## src/rtl/multicycle_ctrl_if.sv

```systemverilog
// Control/status bundle between the multicycle controller and the RV32I datapath.
// The master side is the controller; the slave side is the datapath and memory port.
interface multicycle_ctrl_if;
  logic [6:0] opcode;
  logic [2:0] funct3;
  logic       br_cond;
  logic       mem_ready;

  logic       mem_req;
  logic       mem_we;
  logic       mem_addr_sel;
  logic       ir_we;
  logic       pc_we;
  logic [1:0] pc_sel;
  logic       alu_a_sel;
  logic       alu_b_sel;
  logic [1:0] alu_op;
  logic       rf_we;
  logic [1:0] wb_sel;
  logic       instr_retired;
  logic       illegal;
  logic       bus_err;
  logic [2:0] state;

  modport master (
    input  opcode, funct3, br_cond, mem_ready,
    output mem_req, mem_we, mem_addr_sel, ir_we, pc_we, pc_sel, alu_a_sel, alu_b_sel,
           alu_op, rf_we, wb_sel, instr_retired, illegal, bus_err, state
  );

  modport slave (
    output opcode, funct3, br_cond, mem_ready,
    input  mem_req, mem_we, mem_addr_sel, ir_we, pc_we, pc_sel, alu_a_sel, alu_b_sel,
           alu_op, rf_we, wb_sel, instr_retired, illegal, bus_err, state
  );
endinterface

```

## src/rtl/multicycle_ctrl.sv

```systemverilog
// Control FSM sequencing the RV32I multicycle datapath through fetch/decode/execute/mem/wb,
// with sticky traps for illegal opcodes and memory handshake timeouts.
module multicycle_ctrl #(
  parameter int unsigned TIMEOUT = 255,
  parameter int unsigned CNT_W   = 8
) (
  input logic               clk,
  input logic               rst_n,
  multicycle_ctrl_if.master bus
);

  typedef enum logic [2:0] {
    StFetch     = 3'd0,
    StDecode    = 3'd1,
    StExecute   = 3'd2,
    StMem       = 3'd3,
    StWriteback = 3'd4,
    StTrap      = 3'd7
  } state_e;

  localparam logic [6:0] OpR      = 7'b0110011;
  localparam logic [6:0] OpImm    = 7'b0010011;
  localparam logic [6:0] OpLoad   = 7'b0000011;
  localparam logic [6:0] OpStore  = 7'b0100011;
  localparam logic [6:0] OpBranch = 7'b1100011;
  localparam logic [6:0] OpLui    = 7'b0110111;
  localparam logic [6:0] OpAuipc  = 7'b0010111;
  localparam logic [6:0] OpJal    = 7'b1101111;
  localparam logic [6:0] OpJalr   = 7'b1100111;

  localparam logic [CNT_W-1:0] TimeoutCnt = CNT_W'(TIMEOUT);
  localparam bit               TimeoutEn  = (TIMEOUT != 0);

  state_e           state_q, state_d;
  logic [CNT_W-1:0] cnt_q, cnt_d;
  logic             illegal_q, illegal_d;
  logic             bus_err_q, bus_err_d;

  logic is_r, is_imm, is_load, is_store, is_branch, is_lui, is_auipc, is_jal, is_jalr, is_legal;
  logic waiting, timed_out;
  logic       alu_a, alu_b;
  logic [1:0] alu_op_dec;

  assign is_r      = (bus.opcode == OpR);
  assign is_imm    = (bus.opcode == OpImm);
  assign is_load   = (bus.opcode == OpLoad);
  assign is_store  = (bus.opcode == OpStore);
  assign is_branch = (bus.opcode == OpBranch);
  assign is_lui    = (bus.opcode == OpLui);
  assign is_auipc  = (bus.opcode == OpAuipc);
  assign is_jal    = (bus.opcode == OpJal);
  assign is_jalr   = (bus.opcode == OpJalr);
  assign is_legal  = is_r | is_imm | is_load | is_store | is_branch | is_lui | is_auipc |
                     is_jal | is_jalr;

  assign alu_a      = is_auipc | is_jal;
  assign alu_b      = ~is_r;
  assign alu_op_dec = is_r ? 2'd1 : (is_imm ? 2'd2 : 2'd0);

  // A completing handshake on the limit cycle takes priority over the timeout.
  assign waiting   = ((state_q == StFetch) || (state_q == StMem)) && !bus.mem_ready;
  assign timed_out = TimeoutEn && waiting && (cnt_q == TimeoutCnt);

  always_comb begin
    state_d   = state_q;
    illegal_d = illegal_q;
    bus_err_d = bus_err_q;
    unique case (state_q)
      StFetch: begin
        if (bus.mem_ready) begin
          state_d = StDecode;
        end else if (timed_out) begin
          state_d   = StTrap;
          bus_err_d = 1'b1;
        end
      end
      StDecode: begin
        if (is_legal) begin
          state_d = StExecute;
        end else begin
          state_d   = StTrap;
          illegal_d = 1'b1;
        end
      end
      StExecute: begin
        if (is_branch)                state_d = StFetch;
        else if (is_load || is_store) state_d = StMem;
        else                          state_d = StWriteback;
      end
      StMem: begin
        if (bus.mem_ready) begin
          state_d = is_load ? StWriteback : StFetch;
        end else if (timed_out) begin
          state_d   = StTrap;
          bus_err_d = 1'b1;
        end
      end
      StWriteback: state_d = StFetch;
      StTrap:      state_d = StTrap;
      default:     state_d = StTrap;
    endcase

    if (state_d != state_q)         cnt_d = '0;
    else if (waiting && TimeoutEn)  cnt_d = cnt_q + CNT_W'(1);
    else                            cnt_d = cnt_q;
  end

  always_ff @(posedge clk or negedge rst_n) begin
    if (!rst_n) begin
      state_q   <= StFetch;
      cnt_q     <= '0;
      illegal_q <= 1'b0;
      bus_err_q <= 1'b0;
    end else begin
      state_q   <= state_d;
      cnt_q     <= cnt_d;
      illegal_q <= illegal_d;
      bus_err_q <= bus_err_d;
    end
  end

  always_comb begin
    bus.mem_req       = 1'b0;
    bus.mem_we        = 1'b0;
    bus.mem_addr_sel  = 1'b0;
    bus.ir_we         = 1'b0;
    bus.pc_we         = 1'b0;
    bus.pc_sel        = 2'd0;
    bus.alu_a_sel     = 1'b0;
    bus.alu_b_sel     = 1'b0;
    bus.alu_op        = 2'd0;
    bus.rf_we         = 1'b0;
    bus.wb_sel        = 2'd0;
    bus.instr_retired = 1'b0;
    unique case (state_q)
      StFetch: begin
        // Request is suppressed while reset is held so nothing is issued to memory.
        bus.mem_req = rst_n;
        bus.ir_we   = bus.mem_ready;
      end
      StExecute: begin
        bus.alu_a_sel = alu_a;
        bus.alu_b_sel = alu_b;
        bus.alu_op    = alu_op_dec;
        if (is_branch) begin
          bus.pc_we         = 1'b1;
          bus.pc_sel        = bus.br_cond ? 2'd2 : 2'd0;
          bus.instr_retired = 1'b1;
        end
      end
      StMem: begin
        bus.mem_req      = 1'b1;
        bus.mem_addr_sel = 1'b1;
        bus.mem_we       = is_store;
        bus.alu_a_sel    = alu_a;
        bus.alu_b_sel    = alu_b;
        bus.alu_op       = alu_op_dec;
        if (bus.mem_ready && is_store) begin
          bus.pc_we         = 1'b1;
          bus.instr_retired = 1'b1;
        end
      end
      StWriteback: begin
        bus.rf_we         = 1'b1;
        bus.pc_we         = 1'b1;
        bus.instr_retired = 1'b1;
        bus.alu_a_sel     = alu_a;
        bus.alu_b_sel     = alu_b;
        bus.alu_op        = alu_op_dec;
        if (is_load)                bus.wb_sel = 2'd1;
        else if (is_jal || is_jalr) bus.wb_sel = 2'd2;
        else if (is_lui)            bus.wb_sel = 2'd3;
        if (is_jal)       bus.pc_sel = 2'd2;
        else if (is_jalr) bus.pc_sel = 2'd1;
      end
      default: ;
    endcase
  end

  assign bus.illegal = illegal_q;
  assign bus.bus_err = bus_err_q;
  assign bus.state   = state_q;

endmodule

```

## src/flat_wrapper.sv

```systemverilog
// flat-port wrapper written by rule: the top's interface ports become plain ports
module multicycle_ctrl_flat 
#(
  parameter int unsigned TIMEOUT = 255,
  parameter int unsigned CNT_W   = 8
)
  (clk, rst_n, bus_opcode, bus_funct3, bus_br_cond, bus_mem_ready, bus_mem_req, bus_mem_we, bus_mem_addr_sel, bus_ir_we, bus_pc_we, bus_pc_sel, bus_alu_a_sel, bus_alu_b_sel, bus_alu_op, bus_rf_we, bus_wb_sel, bus_instr_retired, bus_illegal, bus_bus_err, bus_state);
  multicycle_ctrl_if bus_i ();
  input logic clk;
  input logic rst_n;
  input wire logic [$bits(bus_i.opcode)-1:0] bus_opcode;
  input wire logic [$bits(bus_i.funct3)-1:0] bus_funct3;
  input wire logic [$bits(bus_i.br_cond)-1:0] bus_br_cond;
  input wire logic [$bits(bus_i.mem_ready)-1:0] bus_mem_ready;
  output wire logic [$bits(bus_i.mem_req)-1:0] bus_mem_req;
  output wire logic [$bits(bus_i.mem_we)-1:0] bus_mem_we;
  output wire logic [$bits(bus_i.mem_addr_sel)-1:0] bus_mem_addr_sel;
  output wire logic [$bits(bus_i.ir_we)-1:0] bus_ir_we;
  output wire logic [$bits(bus_i.pc_we)-1:0] bus_pc_we;
  output wire logic [$bits(bus_i.pc_sel)-1:0] bus_pc_sel;
  output wire logic [$bits(bus_i.alu_a_sel)-1:0] bus_alu_a_sel;
  output wire logic [$bits(bus_i.alu_b_sel)-1:0] bus_alu_b_sel;
  output wire logic [$bits(bus_i.alu_op)-1:0] bus_alu_op;
  output wire logic [$bits(bus_i.rf_we)-1:0] bus_rf_we;
  output wire logic [$bits(bus_i.wb_sel)-1:0] bus_wb_sel;
  output wire logic [$bits(bus_i.instr_retired)-1:0] bus_instr_retired;
  output wire logic [$bits(bus_i.illegal)-1:0] bus_illegal;
  output wire logic [$bits(bus_i.bus_err)-1:0] bus_bus_err;
  output wire logic [$bits(bus_i.state)-1:0] bus_state;
  assign bus_i.opcode = bus_opcode;
  assign bus_i.funct3 = bus_funct3;
  assign bus_i.br_cond = bus_br_cond;
  assign bus_i.mem_ready = bus_mem_ready;
  assign bus_mem_req = bus_i.mem_req;
  assign bus_mem_we = bus_i.mem_we;
  assign bus_mem_addr_sel = bus_i.mem_addr_sel;
  assign bus_ir_we = bus_i.ir_we;
  assign bus_pc_we = bus_i.pc_we;
  assign bus_pc_sel = bus_i.pc_sel;
  assign bus_alu_a_sel = bus_i.alu_a_sel;
  assign bus_alu_b_sel = bus_i.alu_b_sel;
  assign bus_alu_op = bus_i.alu_op;
  assign bus_rf_we = bus_i.rf_we;
  assign bus_wb_sel = bus_i.wb_sel;
  assign bus_instr_retired = bus_i.instr_retired;
  assign bus_illegal = bus_i.illegal;
  assign bus_bus_err = bus_i.bus_err;
  assign bus_state = bus_i.state;
  multicycle_ctrl #(.TIMEOUT(TIMEOUT), .CNT_W(CNT_W)) u_core (.clk(clk), .rst_n(rst_n), .bus(bus_i));
endmodule
```

## config.mk

```make
export PLATFORM = sky130hd
export DESIGN_NAME = multicycle_ctrl_flat
export DESIGN_NICKNAME = d
export VERILOG_FILES = /design/src/rtl/multicycle_ctrl_if.sv /design/src/rtl/multicycle_ctrl.sv /design/src/flat_wrapper.sv
export SDC_FILE = /design/constraint.sdc
export NUM_CORES = 1
export LEC_CHECK = 0
export CAP_MARGIN = 20
export CORE_AREA = 10 10 61 63
export DETAILED_ROUTE_END_ITERATION = 6
export DIE_AREA = 0 0 71 73
export PLACE_DENSITY = 0.66
export REMOVE_ABC_BUFFERS = 1
export SLEW_MARGIN = 20
export SYNTH_ARGS = -nofsm -noshare
export SYNTH_HDL_FRONTEND = slang
export SYNTH_SLANG_ARGS = --single-unit
```

## constraint.sdc

```tcl
create_clock -name clk -period 2.25 [get_ports clk]
set_input_delay 0.3375 -clock clk [delete_from_list [all_inputs] [get_ports clk]]
set_output_delay 0.3375 -clock clk [all_outputs]
set_load 0.05 [all_outputs]
```

# Word level (Yosys, flattened, before mapping)
# Cells that the tools add are included.
# classes
addsub	1
mul	0
n_div	0
order_cmp	0
n_eq_ne	15
n_shift	0
n_mux	32
bitwise	12
reduce_logical	13
# ops
cell	count
$eq 7x6->1 const B	3
$eq 7x7->1 const B	3
$mux 3	7
$mux 2	10
$mux 8	2
$pmux 3 s5	1
$eq 7x5->1 const B	2
$mux 1	9
$or 1x1->1	9
$add 8x1->8 const B	1
$eq 8x8->1 const B	1
$eq 7x2->1 const B	1
$eq 3x2->1 const B	2
$pmux 2 s2	1
$eq 3x1->1 const B	1
$eq 3x3->1 const B	1
$logic_and 1x1->1	3
$logic_not 3->1	1
$logic_or 1x1->1	3
$ne 3x3->1	1
$not 1->1	3
$pmux 1 s3	1
$reduce_and 3->1	1
$reduce_or 3->1	1
5 further kinds	5
# totals
ff_bits	13
latch_bits	0
ram_bits	0
mem_bits_ro	0
inputBits	14
wordCells	77
n_memories	0

# Depth between registers and ports, before layout
# Gate-level depths: netlist of the first run.
# logic_depth
ltp_word	13
mapped_depth	7
depth_no_buf	5

# Worst setup path after synthesis of the first run
# Ideal clock, no wire load.
# synth_path
path_kind	register to output
startpoint	reg u_core.state_q[1], in the netlist u_core.bus.state[1]
endpoint	out bus_pc_we
t_arrival_ns	3.223
required_ns	1.913
slack_ns	-1.311
path_stages_with_launch	7
path_cell_list	dfrtp_1 > buf_2 > and3b_1 > and3_1 > a22oi_1 > o21ai_0 > buf_4
# synth_via
elab_chain_len	2
# synth_lines
element	line_no	text
start: declaration	multicycle_ctrl.sv:34	state_e state_q, state_d;
start signal: assignment	multicycle_ctrl.sv:110	state_q <= StFetch;
start signal: assignment	multicycle_ctrl.sv:115	state_q <= state_d;
$eq 3x3->1 / $eq 3x2->1 (equally long branches)	n/a	
$pmux 1 s3 (*)	n/a	
end: declaration	flat_wrapper.sv:19	output wire logic [$bits(bus_i.pc_we)-1:0] bus_pc_we;
# Every way passes the cells marked *; elsewhere a longest branch is shown, timed or not.

# Worst setup path in the final report of the first run
# layout_path
startpoint	in bus_opcode[5]
endpoint	out bus_alu_a_sel
# layout_via
elab_chain_len	3
# layout_lines
element	line_no	text
start: declaration	flat_wrapper.sv:11	input wire logic [$bits(bus_i.opcode)-1:0] bus_opcode;
$eq 7x5->1 / $eq 7x7->1 (equally long branches)	multicycle_ctrl.sv:50, multicycle_ctrl.sv:51	
$or 1x1->1 (*)	multicycle_ctrl.sv:56	assign alu_a = is_auipc | is_jal;
$mux 1 (*)	multicycle_ctrl.sv:135	unique case (state_q)
end: declaration	flat_wrapper.sv:21	output wire logic [$bits(bus_i.alu_a_sel)-1:0] bus_alu_a_sel;
# Marks and branches as above.

==> impl_metrics.ini, run 1 <==
[synthesis]
ys_seq_area_frac = 0.329
ys_types = 42
yosys_register_bits = 13
synthArstFlopShare = 1.00
synth_edf_count = 0
synth_ff_type = dfrtp_1
yosysWarningCount = 0
synthesis.area_um2 = 988
yosys.area.top_type = dfrtp_1
synth.top_cell.area_share = 0.329
yosysMostFrequentCell = nor2_1
synth_area_per_cell_um2 = 8.60
synth_common_cells = nor2_1, dfrtp_1, nand2_1
synthCells = 115
synth.area.top_cells = dfrtp_1, nor2_1, xnor2_1

[setup_path]
cpPeakStageDelay_ns = 0.56
start_kind = primary input
r2r_setup_slack_ns = 0.36
path_cells = clkdlybuf4s50_1 > or3_1 > a211oi_1 > buf_4 > buf_12
critPathKind = primary input to output port
crit_arrival_ns = 1.80
worst-path-max-fanout = 8
end_kind = output port
cp_slowest_cell = clkdlybuf4s50_1
crit_required_ns = 1.91

[detailed_routing]
via_per_inst = 5.32
wl_per_cell_um = 15.3
drc_errors = 0
drt-initial-drc-count = 54
postRouteAntennaNets = 0
top_layer = met4
wl_um = 2940
drt-met1-wl_um = 1270
routed-wl-met3_um = 133
wl_met2_um = 1500
drt_pre_antenna_iters = 4
dr_total_vias = 1022

[clock_network]
holdBufCountCts = 0
ctsHtreeMaxLevel = 1
cts_tree = done
clockRootBuffer = clkbuf_4
cts_buffers = 3
clock_sinks = 13
insertion_delay_ns = 0.27
clk_pin_slew_ns = 0.07
post-cts-setup-buffers = 0
clockBufferDepth = 2

[timing]
hold_slack_ns = 0.433
hold_viol_final = 0
post-route-period-util = 0.952
layout_min_cycle_time_ns = 2.14
drv_slew = 0
setup_violations = 0
finClkSkew_ns = 0.00220
setup_slack_ns = 0.108
relSlewSlack = 0.664
rsz0062_at_grt = no
worstMarginPinSlew_ns = 0.502
clock.fmax_mhz = 467

[place]
dp.cells = 188
numPortBuffers = 30
pre_cts_slack_ns = -0.0343
dp_hpwl_um = 2390
routabilityCongestion = 0.835

[global_routing]
grt_max_degree = 14
grt_pass1_wl_um = 4860
antenna_found_initial = 0
grt_pass1_vias = 999
globalRoute.totalOverflow = 0
grt_util_all_layers = 0.112

[finish]
drive_gt1_frac = 0.329
fillers = 247
syn_to_final_growth_pct = 65.2
nNetsFinal = 177
final_util = 0.624
antenna_cells = 0
stdcell_count = 192

[die]
core_um2 = 2620
io_pins = 34
placementRows = 19
die_y_um = 73
die-area_um2 = 5180
die_x_um = 71
start_util = 0.378

[power_and_ir_drop]
ir_worst_vdd_v = 0.00109
finalPower_w = 0.00155
cellPowerDensity_nw_per_um2 = 952
leakage_nw = 0.712

[hold_path]
min_path_type = primary input to async pin

[flow_run]
maxCapViolCount = 0

[status]
outcome = finished clean
==> final timing paths <==
kind	depth (start not counted)	end	from
max in group asynchronous	2	u_core.bus.state[0]	rst_n
hold reg to reg	1	u_core.bus.illegal	u_core.bus.illegal
setup / recovery	5	bus_alu_a_sel	bus_opcode[5]
hold / removal	2	u_core.cnt_q[7]	rst_n
min in group clk	1	u_core.bus.illegal	u_core.bus.illegal
setup reg to reg	6	u_core.cnt_q[5]	u_core.bus.state[2]
==> power breakdown <==
group	internal, W	leakage (nW)	switching, W
Combinational	0.000441	0.530	0.000629
Sequential	0.000271	0.167	0.0000741
Clock	0.0000688	0.0150	0.0000705
==> cells in the final DEF (no fill, tap or decap), types with 4 or more instances in the layout <==
cell type,instances
clkdlybuf4s50_1,12
dfrtp_1,11
xnor2_1,5
nand3_1,4
nor2_1,16
nor3_1,5
buf_4,20
nand2_1,9
buf_12,13
and3_1,4
==> kinds of logic (layout without fill, tap and decap cells) <==
family                     Yosys count  after routing  share of synthesized area
DFF                                 13             13                      0.329
AOI/OAI and AO/OA                   21             21                      0.197
adders and majority gates            1              1                     0.0127
muxes                                1              1                     0.0101
and+or+nand+nor                     62             62                      0.327
buffers and inverters                9             55                     0.0532
xor gates and xnor gates             8              8                     0.0709
==> area by class of cell <==
cell class,instances,area (um^2),share of cell area
Sequential cell,13,328,0.201
Multi-Input combinational cell,93,661,0.405
Timing Repair Buffer,48,568,0.348
Inverter,3,11.3,0.00690
Tap cell,31,38.8,0.0238
Clock buffer,4,26.3,0.0161
==> registers in the layout (all words and copies together), names as in the netlist <==
| register | flops |
|---|---|
| u_core.cnt_q | 8 |
| u_core.bus.illegal | 1 |
| u_core.bus.state | 3 |
| u_core.bus.bus_err | 1 |
==> stage by stage <==
stage	TNS (ns)	area (um^2)
floorplan	-7.91	947
global route	0	1630
CTS	0	1590
finish	0	1630
global placement	0	1550
detailed placement	-0.191	1550
==> metal layers <==
layer,up-vias,track usage
met4,0,0.0516
met5,-,0
li1,512,-
met1,477,0.133
met2,28,0.185
met3,5,0.0272
==> worst max-delay path, delay by kind of cell <==
family	cells	cell delay, ns
buffers and inverters	3	0.83
and+or+nand+nor	1	0.40
AOI/OAI and AO/OA	1	0.23
==> repair_timing <==
| item | in CTS | in global routing |
|---|---|---|
| cloned | 0 | 0 |
| resized for setup | 3 | 13 |
| setup endpoints to repair | 6 | 9 |
Note: power is estimated with default switching activity, not from simulation.
==> run 2: changes to the inputs <==
- CORE_AREA: 10 10 61 63 -> 10 10 69 71
- DIE_AREA: 0 0 71 73 -> 0 0 79 81
- PLACE_DENSITY: 0.66 -> 0.51
==> run 2 against run 1 <==
  * Critical path depth up 1
  * First-iteration DRC count up 9.3%
  * Register-to-register slack worse by 0.06 ns
  * Final cell count is 10% higher
  * Final area increased by 2.4%
  * Clock-buffer cell count is the same
  * Non-clock buffer count grew 3
  * Sequential share of layout area decreased by 0.54 points
  * Clock power barely moved
  * Setup slack lost 0.043 ns
  * Die area grew 23%
  * Critical path type unchanged
  * Largest cell class unchanged
  * Maximum frequency decreased by 2.0%
==> impl_metrics.ini, run 2 (synthesized netlist as in run 1, its figures left out) <==
[die]
io_pins = 34
die-area_um2 = 6400
core_um2 = 3520
die_y_um = 81
placementRows = 22
die_x_um = 79
start_util = 0.281

[detailed_routing]
drc_errors = 0
wl_per_cell_um = 14.9
via_per_inst = 4.89
postRouteAntennaNets = 0
drt-initial-drc-count = 59
dr_total_vias = 1036
drt_pre_antenna_iters = 4
wl_um = 3170

[timing]
worstMarginPinSlew_ns = 0.508
clock.fmax_mhz = 458
relSlewSlack = 0.660
post-route-period-util = 0.971
layout_min_cycle_time_ns = 2.18
setup_tns_ns = 0
hold_viol_final = 0
finClkSkew_ns = 0.000667
setup_slack_ns = 0.0655
drv_slew = 0
setup_violations = 0

[place]
dp_hpwl_um = 2520
pre_cts_slack_ns = -0.0169
routabilityCongestion = 0.846
numPortBuffers = 30

[finish]
syn_to_final_growth_pct = 69.1
largest_reg_flops = 8
regMostFlops = u_core.cnt_q
nNetsFinal = 180
drive_gt1_frac = 0.335
mostFrequentLayoutCell = buf_4
multiInputGateArea_um2 = 659
seq_area_um2 = 327
antenna_cells = 0
fillers = 356
mostFrequentLayoutCells = buf_4, nor2_1, clkdlybuf4s50_1, buf_12, dfrtp_1

[global_routing]
grt_max_degree = 14
antenna_found_initial = 0
grt_util_all_layers = 0.0962
grt_use_met2 = 0.171
gr-usage-met1 = 0.116
grt-busiest-layer = met2
met3_usage = 0.0177
globalRoute.totalOverflow = 0
grt_pass1_wl_um = 5140
grt_pass1_vias = 1090

[hold_path]
min_path_type = primary input to async pin

[setup_path]
r2r_setup_slack_ns = 0.30
cpPeakStageDelay_ns = 0.43
cp_slowest_cell = clkdlybuf4s50_1
crit_arrival_ns = 1.85
end_kind = output port
reg2reg_from = u_core.bus.state[1]
path_cells = clkdlybuf4s50_1 > buf_4 > or3_1 > a211oi_1 > buf_4 > buf_12
worst-path-max-fanout = 8
crit_required_ns = 1.91
critPathKind = primary input to output port
timing.rr.end = u_core.cnt_q[2]
crit_path_end = bus_alu_a_sel
rr_worst_depth = 6
crit_start = bus_opcode[3]
start_kind = primary input
cp_common_cell = buf_4

[power_and_ir_drop]
leakage_nw = 0.720
cellPowerDensity_nw_per_um2 = 939
ir_worst_vdd_v = 0.000601
finalPower_w = 0.00157

[clock_network]
clock_sinks = 13
ctsHtreeMaxLevel = 1
clk_pin_slew_ns = 0.07
cts_buffers = 3
clockRootBuffer = clkbuf_4
insertion_delay_ns = 0.27
cts_tree = done
clockBufferDepth = 2

[status]
outcome = finished clean

[flow_run]
maxCapViolCount = 0
==> run 2: worst min path at each step <==
stage | to | depth (start not counted) | slack (ns) | start
2_1_floorplan | u_core.bus.bus_err | 0 | 0.04 | rst_n
3_3_place_gp | u_core.bus.bus_err | 1 | 0.46 | u_core.bus.bus_err
3_5_place_dp | u_core.bus.bus_err | 1 | 0.46 | u_core.bus.bus_err
4_1_cts | u_core.cnt_q[1] | 2 | 0.44 | rst_n
5_1_grt | u_core.cnt_q[7] | 2 | 0.45 | rst_n
6_report | u_core.cnt_q[7] | 2 | 0.44 | rst_n
==> run 2: per-layer routing <==
metal	part of all wire	up-vias
met5	0	-
met4	0.0098	0
met3	0.045	4
met2	0.49	26
met1	0.46	492
li1	-	514
==> run 2: power by group <==
group / total (W) / switching, W / internal [W]
Sequential: 0.000330 / 0.0000614 / 0.000269
Combinational: 0.00110 / 0.000648 / 0.000451
Clock: 0.000140 / 0.0000711 / 0.0000687
==> run 2: what timing repair did <==
item / CTS / global route
setup endpoints to repair: 2 / 6
cloned: 0 / 0
buffers inserted: 0 / 0
pin swaps: 0 / 1
gates resized for setup: 1 / 12
hold buffers: 0 / 0
==> run 2: cell type report <==
cell class	count	area share
well taps	48	0.0359
flip-flops and latches	13	0.195
multi-input cells	93	0.394
repair buffers	51	0.352
inverters	3	0.00674
clock buffers	4	0.0157
==> run 2: critical path, delay by kind of cell <==
family	cells	cell delay (ns)
buf+inv	4	0.89
simple gates	1	0.36
compound gates	1	0.25
==> run 2: stage by stage <==
stage               hold slack (ns)  cell area, um^2   util  cells
floorplan                    0.0419              947      -    109
global placement              0.456             1590  0.451    208
detailed placement            0.457             1590  0.451    208
CTS                           0.436             1620  0.460    212
global route                  0.450             1670  0.474    212
finish                        0.442             1670  0.474    212
==> run 3: changes to the inputs <==
- TNS_END_PERCENT: default -> 20
==> results of run 3 <==
No change in the layout: final DEF, timing and power equal those of run 2.
